`src/rtl/eval_seq_pkg.sv`:
```
// Shared types and constants for the settle sequencer.
// Holds the FSM state encoding, the model code widths and the abs-diff helper.
package eval_seq_pkg;

  typedef enum logic [2:0] {
    IDLE,
    MRST,
    WAIT,
    STEP,
    SAMPLE,
    DONE
  } state_t;

  localparam int unsigned VREF_W      = 9;
  localparam int unsigned VREG_W      = 9;
  localparam int unsigned OUT_W       = 7;
  localparam int unsigned MRST_CYCLES = 2;

  // 8-bit unsigned |a-b|; the output codes are only 7 bits wide, so this cannot overflow
  function automatic logic [7:0] abs_diff(input logic [OUT_W-1:0] a,
                                          input logic [OUT_W-1:0] b);
    logic [7:0] ea;
    logic [7:0] eb;
    ea = 8'(a);
    eb = 8'(b);
    return (ea >= eb) ? (ea - eb) : (eb - ea);
  endfunction

endpackage

```
`src/rtl/eval_settle_detector.sv`:
```
// Tracks consecutive in-tolerance samples of the model output.
// It flags the sample on which the run of stable samples reaches SETTLE_STEPS.
module eval_settle_detector
  import eval_seq_pkg::*;
#(
  parameter int unsigned SETTLE_STEPS = 8,
  parameter int unsigned TOL          = 1
) (
  input  logic             clk,
  input  logic             reset_n,
  input  logic             clear,
  input  logic             sample,
  input  logic [OUT_W-1:0] sample_code,
  output logic             settled
);

  localparam int unsigned SC_W = $clog2(SETTLE_STEPS + 1);

  logic [OUT_W-1:0] prev;
  logic             prev_valid;
  logic [SC_W-1:0]  stable_cnt;
  logic [SC_W-1:0]  stable_nxt;
  logic [7:0]       diff;

  // The first sample after a clear has no predecessor, so it never counts as stable
  always_comb begin
    diff       = abs_diff(sample_code, prev);
    stable_nxt = '0;
    if (prev_valid && (32'(diff) <= TOL)) begin
      stable_nxt = stable_cnt + SC_W'(1);
    end
    settled = sample && (stable_nxt == SC_W'(SETTLE_STEPS));
  end

  always_ff @(posedge clk or negedge reset_n) begin
    if (!reset_n) begin
      prev       <= '0;
      prev_valid <= 1'b0;
      stable_cnt <= '0;
    end else if (clear) begin
      prev       <= '0;
      prev_valid <= 1'b0;
      stable_cnt <= '0;
    end else if (sample) begin
      prev       <= sample_code;
      prev_valid <= 1'b1;
      stable_cnt <= stable_nxt;
    end
  end

endmodule

```
`src/rtl/eval_settle_sequencer.sv`:
```
// Sequences one evaluate-model operating point: model reset, paced steps,
// settle/timeout detection, then a held response over valid/ready.
module eval_settle_sequencer
  import eval_seq_pkg::*;
#(
  parameter int unsigned STEP_DIV     = 4,
  parameter int unsigned SETTLE_STEPS = 8,
  parameter int unsigned TOL          = 1,
  parameter int unsigned MAX_STEPS    = 1024,
  parameter int unsigned CNT_W        = 16
) (
  input  logic              clk,
  input  logic              reset_n,
  input  logic              req_valid,
  output logic              req_ready,
  input  logic [VREF_W-1:0] req_vref,
  input  logic [VREG_W-1:0] req_vreg,
  output logic [VREF_W-1:0] model_vref,
  output logic [VREG_W-1:0] model_vreg,
  output logic              model_reset,
  output logic              model_step,
  input  logic [OUT_W-1:0]  model_out,
  output logic              rsp_valid,
  input  logic              rsp_ready,
  output logic [OUT_W-1:0]  rsp_out,
  output logic [CNT_W-1:0]  rsp_steps,
  output logic              rsp_timeout,
  output logic              busy
);

  localparam int unsigned DIV_W  = $clog2(STEP_DIV + 1);
  localparam int unsigned MRST_W = $clog2(MRST_CYCLES + 1);

  if ((STEP_DIV < 1) || (SETTLE_STEPS < 1) || (MAX_STEPS < SETTLE_STEPS + 1) ||
      ((64'(MAX_STEPS) >> CNT_W) != 64'd0)) begin : g_bad_params
    $error("eval_settle_sequencer: illegal STEP_DIV/SETTLE_STEPS/MAX_STEPS/CNT_W combination");
  end

  state_t            state;
  state_t            state_nxt;
  logic [DIV_W-1:0]  div_cnt;
  logic [MRST_W-1:0] mrst_cnt;
  logic [CNT_W-1:0]  step_cnt;
  logic              det_clear;
  logic              det_sample;
  logic              settled;
  logic              at_max;

  assign at_max = (step_cnt == CNT_W'(MAX_STEPS));

  eval_settle_detector #(
    .SETTLE_STEPS(SETTLE_STEPS),
    .TOL         (TOL)
  ) u_detector (
    .clk        (clk),
    .reset_n    (reset_n),
    .clear      (det_clear),
    .sample     (det_sample),
    .sample_code(model_out),
    .settled    (settled)
  );

  always_ff @(posedge clk or negedge reset_n) begin
    if (!reset_n) begin
      state <= IDLE;
    end else begin
      state <= state_nxt;
    end
  end

  always_comb begin
    state_nxt   = state;
    req_ready   = 1'b0;
    model_reset = 1'b0;
    model_step  = 1'b0;
    rsp_valid   = 1'b0;
    busy        = 1'b1;
    det_clear   = 1'b0;
    det_sample  = 1'b0;
    unique case (state)
      IDLE: begin
        req_ready   = 1'b1;
        model_reset = 1'b1;
        busy        = 1'b0;
        if (req_valid) begin
          det_clear = 1'b1;
          state_nxt = MRST;
        end
      end
      MRST: begin
        model_reset = 1'b1;
        if (mrst_cnt == MRST_W'(MRST_CYCLES - 1)) state_nxt = WAIT;
      end
      WAIT: begin
        if (div_cnt == DIV_W'(STEP_DIV - 1)) state_nxt = STEP;
      end
      STEP: begin
        model_step = 1'b1;
        state_nxt  = SAMPLE;
      end
      SAMPLE: begin
        det_sample = 1'b1;
        // Settling is checked first so it wins when it lands on the last budgeted step
        if (settled || at_max) state_nxt = DONE;
        else                   state_nxt = WAIT;
      end
      DONE: begin
        rsp_valid = 1'b1;
        if (rsp_ready) state_nxt = IDLE;
      end
      default: state_nxt = IDLE;
    endcase
  end

  always_ff @(posedge clk or negedge reset_n) begin
    if (!reset_n) begin
      model_vref  <= '0;
      model_vreg  <= '0;
      div_cnt     <= '0;
      mrst_cnt    <= '0;
      step_cnt    <= '0;
      rsp_out     <= '0;
      rsp_steps   <= '0;
      rsp_timeout <= 1'b0;
    end else begin
      div_cnt  <= (state == WAIT) ? (div_cnt + DIV_W'(1)) : '0;
      mrst_cnt <= (state == MRST) ? (mrst_cnt + MRST_W'(1)) : '0;
      if ((state == IDLE) && req_valid) begin
        model_vref <= req_vref;
        model_vreg <= req_vreg;
        step_cnt   <= '0;
      end
      if (state == STEP) begin
        step_cnt <= step_cnt + CNT_W'(1);
      end
      if (state == SAMPLE) begin
        rsp_out     <= model_out;
        rsp_steps   <= step_cnt;
        rsp_timeout <= !settled && at_max;
      end
    end
  end

endmodule

```
`config.mk`:
```
export PLATFORM = sky130hd
export DESIGN_NAME = eval_settle_sequencer
export DESIGN_NICKNAME = d
export VERILOG_FILES = /design/src/rtl/eval_seq_pkg.sv /design/src/rtl/eval_settle_detector.sv /design/src/rtl/eval_settle_sequencer.sv
export SDC_FILE = /design/constraint.sdc
export NUM_CORES = 1
export LEC_CHECK = 0
export CORE_ASPECT_RATIO = 0.5
export CORE_MARGIN = 2
export CORE_UTILIZATION = 50
export CTS_CLUSTER_SIZE = 12
export DETAILED_ROUTE_END_ITERATION = 10
export DONT_BUFFER_PORTS = 1
export SLEW_MARGIN = 10
export SYNTH_ARGS = -nofsm -noshare
export SYNTH_HDL_FRONTEND = slang
export SYNTH_SLANG_ARGS = --single-unit
```
`constraint.sdc`:
```
create_clock -name clk -period 3.3 [get_ports clk]
set_input_delay 0.66 -clock clk [delete_from_list [all_inputs] [get_ports clk]]
set_output_delay 0.66 -clock clk [all_outputs]
set_load 0.01 [all_outputs]
```
**Yosys cells after proc, flatten, opt, wreduce, memory -nomap -nowiden**

Cells that the tools add are included.

- Add/sub/neg operators: 6
- $lt $le $gt $ge: 2
- Eq/ne operators: 13
- Multiplexer cells: 26
- Reductions and logical operators: 11

Operator list:

| cell | count |
|---|---|
| 16-bit 2-to-1 mux | 2 |
| 3-bit 2-to-1 mux | 6 |
| 3-bit one-hot mux with 6 select lines | 1 |
| 16-bit by 1-bit adder with 16-bit output, second input constant | 1 |
| 16-bit by 11-bit equality test with 1-bit output, second input constant | 1 |
| 7-bit by 7-bit subtractor with 8-bit output | 2 |
| 7-bit 2-to-1 mux | 2 |
| 4-bit 2-to-1 mux | 3 |
| 1-bit 2-to-1 mux | 10 |
| 3-bit by 2-bit equality test with 1-bit output, second input constant | 3 |
| 8-bit by 1-bit <= comparator with 1-bit output, second input constant | 1 |
| 8-bit 2-to-1 mux | 1 |
| 2-bit != test, second input constant | 4 |
| 7-bit >= comparator | 1 |
| 3-bit equality test, second input constant | 2 |
| 4-bit by 1-bit adder with 4-bit output, second input constant | 1 |
| 4-bit equality test, second input constant | 1 |
| 1-bit logical AND | 4 |
| 4-bit AND reduction | 1 |
| 2-bit nonzero test | 2 |
| 3-bit by 1-bit adder with 3-bit output, second input constant | 1 |
| 3-bit by 1-bit equality test with 1-bit output, second input constant | 1 |
| 3-bit logical NOT | 1 |
| 2-bit by 1-bit adder with 2-bit output, second input constant | 1 |
| 5 further kinds | 5 |

- Bits in registers: 78
- Input bits: 29
- Output and inout port bits: 47

**Longest topological paths before layout**

- Word-level depth: 10
- Gate-level depth with buffers: 11
- Gate-level depth less buffers: 11

**Hierarchy**

From an unflattened synthesis, not the netlist that was laid out.

- Cells, all modules: 457
- Area total of the unflattened synthesis: 4212.8 sq um

By module, submodules not included:

| module | instances | cells each | area each (sq um) | seq. area each (sq um) |
|---|---|---|---|---|
| eval_settle_sequencer | 1 | 312 | 2939.1 | 1651.6 |
| eval_settle_detector | 1 | 145 | 1273.7 | 300.3 |

**Least setup slack after synthesis**

No wires, ideal clock.

- Kind: input -> register
- Start: input model_out[0]
- End: register rsp_timeout
- Arrival: 2.690 ns
- Data required time: 3.205 ns
- Slack: 0.514 ns
- Stages: 11
- Cells stage by stage: inv_1 > ha_1 > inv_1 > fa_1 > a21o_1 > a21oi_2 > mux2i_1 > a2111oi_4 > a32oi_2 > and2b_2 > o31ai_1

- Longest elaborated chain between the ends: 9
- Elaborated cells between the ends (all ways): 11

RTL lines:

| what | line | source |
|---|---|---|
| from (decl) | eval_settle_sequencer.sv:22 | `input logic [OUT_W-1:0] model_out,` |
| 7-bit by 7-bit subtractor with 8-bit output or 7-bit >= comparator (tied branches) | eval_seq_pkg.sv:26 | `return (ea >= eb) ? (ea - eb) : (eb - ea);` |
| 8-bit 2-to-1 mux (*) | eval_seq_pkg.sv:26 |  |
| 8-bit by 1-bit <= comparator with 1-bit output (*) | eval_settle_detector.sv:29 | `if (prev_valid && (32'(diff) <= TOL)) begin` |
| 1-bit logical AND (*) | eval_settle_detector.sv:29 |  |
| 4-bit 2-to-1 mux (*) | eval_settle_detector.sv:29 |  |
| 4-bit equality test (*) | eval_settle_detector.sv:32 | `settled = sample && (stable_nxt == SC_W'(SETTLE_STEPS));` |
| 1-bit logical AND (*) | eval_settle_detector.sv:32 |  |
| 1-bit logical NOT (*) | eval_settle_sequencer.sv:139 | `rsp_timeout <= !settled && at_max;` |
| 1-bit logical AND (*) | eval_settle_sequencer.sv:139 |  |
| to (signal assigned) | eval_settle_sequencer.sv:139 |  |
| to (decl) | eval_settle_sequencer.sv:27 | `output logic rsp_timeout,` |

Every way passes the cells marked *; elsewhere a longest branch is shown, timed or not.
A chain may end at the register's enable or synchronous reset.

**Worst setup path after layout**

- Start: input model_out[0]
- End: register state[2]

- Longest elaborated chain between the ends: 10
- Elaborated cells between the ends (all ways): 12

RTL lines:

| what | line | source |
|---|---|---|
| 7-bit by 7-bit subtractor with 8-bit output or 7-bit >= comparator (tied branches) | eval_seq_pkg.sv:26 |  |
| 8-bit 2-to-1 mux (*) | eval_seq_pkg.sv:26 |  |
| 8-bit by 1-bit <= comparator with 1-bit output (*) | eval_settle_detector.sv:29 |  |
| 1-bit logical AND (*) | eval_settle_detector.sv:29 |  |
| 4-bit 2-to-1 mux (*) | eval_settle_detector.sv:29 |  |
| 4-bit equality test (*) | eval_settle_detector.sv:32 |  |
| 1-bit logical AND (*) | eval_settle_detector.sv:32 |  |
| 1-bit logical OR (*) | eval_settle_sequencer.sv:104 | `if (settled \|\| at_max) state_nxt = DONE;` |
| 3-bit 2-to-1 mux (*) | eval_settle_sequencer.sv:104 |  |
| 3-bit one-hot mux with 6 select lines (*) | eval_settle_sequencer.sv:80 | `unique case (state)` |
| to (signal assigned) | eval_settle_sequencer.sv:67 | `state <= state_nxt;` |
| to (decl) | eval_settle_sequencer.sv:39 | `state_t state;` |

Marks and branches as above.

==> results.json <==
{
  "core_sq_mm": 0.00749,
  "fmax_ghz": 0.366,
  "switching_share_pct": 22.0,
  "ys_async_sr_fraction_pct": 100,
  "tritoncts": "built",
  "synth.most_common_cell": "nand2_1",
  "cts_max_level": 3,
  "drt_iter0_markers": 162,
  "avgRoutedWirePerCell_um": 15.0,
  "r2r_start": "u_detector.prev[0]",
  "tns_ps": 0,
  "setup_viol": 0,
  "whs_ps": 20.7,
  "grt_max_degree": 79,
  "maxSlewHeadroom_pct": 28.6,
  "switchingPower_w": 0.000500,
  "worst-path-buf-inv": 2,
  "worstSetupPathType": "in2reg",
  "finalMaxSlewViolations": 0,
  "die_w_um": 130,
  "drt_wl_total_mm": 8.15,
  "pre_cts_ws_ps": 268,
  "period_minus_slack_ps": 2730,
  "layout.nets": 481,
  "p_per_area_mw_per_mm2": 519,
  "p_int_w": 0.00178,
  "p_leak_nw": 2.07,
  "drv_cap": 0,
  "seq_area_sq_mm": 0.00195,
  "rsz0062_at_grt": "no",
  "die_h_um": 66.8,
  "cp_top_family": "compound AO/OA/AOI/OAI gates",
  "start_util_pct": 52.7,
  "rows": 22,
  "fin_ws_ps": 570,
  "crit_chain": "inv_1 > ha_1 > inv_1 > fa_1 > a21o_1 > a21oi_2 > mux2i_1 > a2111oi_4 > a32oi_2 > nor2_2 > a221o_1",
  "synthFlopType": "dfrtp_1",
  "first_pass_iters": 4,
  "cp_common_cell": "inv_1",
  "clk_pin_slew_ps": 60,
  "synth_edf_count": 0,
  "port_buffers": 0,
  "ys_ff_latch": 78,
  "status": "completed",
  "post_cts_buffers": 0,
  "seq_area_frac_synth_pct": 49.5,
  "cp.required_ps": 3510,
  "combPwrFrac_pct": 5.8,
  "cp.depth": 11,
  "synthCells": 435,
  "start_kind": "input port",
  "drtAntennaViolNets": 0,
  "r2r-end": "state[2]",
  "irDropWorstVdd_v": 0.000300,
  "grt.overflow.total": 0,
  "arrival_ps": 2940,
  "finalWeightedCongestion": 0.863,
  "placed_cells": 526,
  "vias_per_cell": 5.32,
  "grt_pass1_wl_mm": 13.4,
  "stdcell_count": 543,
  "yosys_warnings": 0,
  "ys_top_cells_by_area": "dfrtp_1 (49%), nand2_1 (13%), ha_1 (6.3%)",
  "end_kind": "flip-flop",
  "period_share_pct": 82.7,
  "grt_usage_pct": 20.5,
  "cp_slowest_stage_delay_ps": 410,
  "synth_top_area_share_pct": 49.5,
  "die_area_sq_mm": 0.00866,
  "path_max_fanout": 5,
  "diodes": 0,
  "cp_slowest_cell": "fa_1",
  "worstSetupEndpoint": "state[2]",
  "drive_above_1_share_pct": 7.13,
  "seqPwrFrac_pct": 43.9,
  "dr_total_vias": 2889,
  "hold_viol": 0,
  "antenna_found_initial": 0,
  "max-clock-path-buffers": 2,
  "hp-class": "in2async",
  "synth_cell_type_count": 49,
  "pwr-share-clk_pct": 50.2,
  "grt_pass1_vias": 2803,
  "finalClockSkew_ps": 5.28,
  "syn_avg_cell_area_sq_um": 9.07,
  "critical_path.startpoint": "model_out[0]",
  "clock-root-buffer": "clkbuf_16",
  "numCtsBuffers": 9,
  "syn2layout_area_growth_pct": 11.2,
  "clock-sinks": 78,
  "synthesis.nets": 486,
  "ys_top_cells_by_count": "nand2_1 (133), dfrtp_1 (78), o21ai_0 (31)",
  "n_fill_cell": 640,
  "yosysTopAreaCell": "dfrtp_1",
  "netlist_area_sq_mm": 0.00394,
  "multi_input_area_sq_mm": 0.00183,
  "clk_latency_ps": 330,
  "regToRegSetupSlack_ps": 590,
  "dp_hpwl_mm": 5.41,
  "drc": 0,
  "reg2reg_depth": 10,
  "ioPinCount": 76,
  "worst_pin_slew_ps": 1070
}
[cell type report]
class | count | share of cell area [%]
clock buffer | 10 | 5.22
inverter | 24 | 2.05
sequential | 78 | 44.5
multi-input combinational | 314 | 41.6
timing repair buffer | 3 | 0.799
tap | 108 | 3.08
clock inverter | 6 | 2.71
[power by group through the flow]
stage	combinational [W]	clock [W]	sequential (W)
floorplan	0.000105	0	0.00101
global placement	0.000120	0	0.00102
detailed placement	0.000123	0	0.00102
CTS	0.000125	0.00117	0.00100
global route	0.000152	0.00122	0.00100
finish	0.000133	0.00114	0.00100
[cell usage in the layout (no fill, tap or decap), drive strengths merged, types with 4 or more instances in the layout]
master	count
a21oi	15
nand4	5
nand2	134
and3	4
nor2	17
nor2b	4
dfrtp	78
ha	20
mux2i	7
a22o	4
nor3b	4
clkbuf	10
nor4b	4
nand2b	5
o21ai	31
inv	25
nor3	6
nand3	15
[timing repair]
action                    4_1_cts  5_1_grt
hold buffers                    0        1
hold endpoints to repair        0       27
resized for setup               0        0
[per-layer routing]
layer  GRT usage, %  vias to the layer above  share of wire, %  routed length [um]
met1           25.9                     1342                46                3780
met4           7.53                        0               1.5                 119
li1               -                     1444                 -                   -
met2           31.3                       90                43                3510
met5              0                        -                 0                   0
met3           8.92                       13               9.0                 737
[cells by family after synthesis]
kind of cell	synth area share [%]
AO/OA/AOI/OAI	10.9
adder cells (fa/ha/maj)	7.36
AND/OR/NAND/NOR	24.2
multiplexers	2.35
buffers and inverters	4.35
flip-flops	49.5
XOR/XNOR	1.33
[state kept, by name, indices dropped and copies added (netlist names), 2 cells and up]
signal	flops
div_cnt	3
model_vref	9
model_vreg	9
mrst_cnt	2
rsp_out	7
rsp_steps	16
state	3
step_cnt	16
u_detector.prev	7
u_detector.stable_cnt	4
[stage by stage]
step	area [sq um]	total power [W]	utilization (%)
final	4390	0.00228	58.6
after global routing	4390	0.00238	58.6
after CTS	4370	0.00229	58.3
after detailed placement	4020	0.00114	53.7
after global placement	4020	0.00114	53.7
after floorplan	3940	0.00112	-
[worst min-delay path by stage]
stage	startpoint	to	slack, ps	cells after the start
after CTS	reset_n	model_vref[4]	3	0
final	reset_n	step_cnt[8]	20	0
after global placement	reset_n	model_vref[4]	370	0
after floorplan	reset_n	div_cnt[0]	360	0
after global routing	reset_n	u_detector.stable_cnt[0]	0.9	0
after detailed placement	reset_n	model_vref[4]	370	0
(Power assumes the default switching activity.)
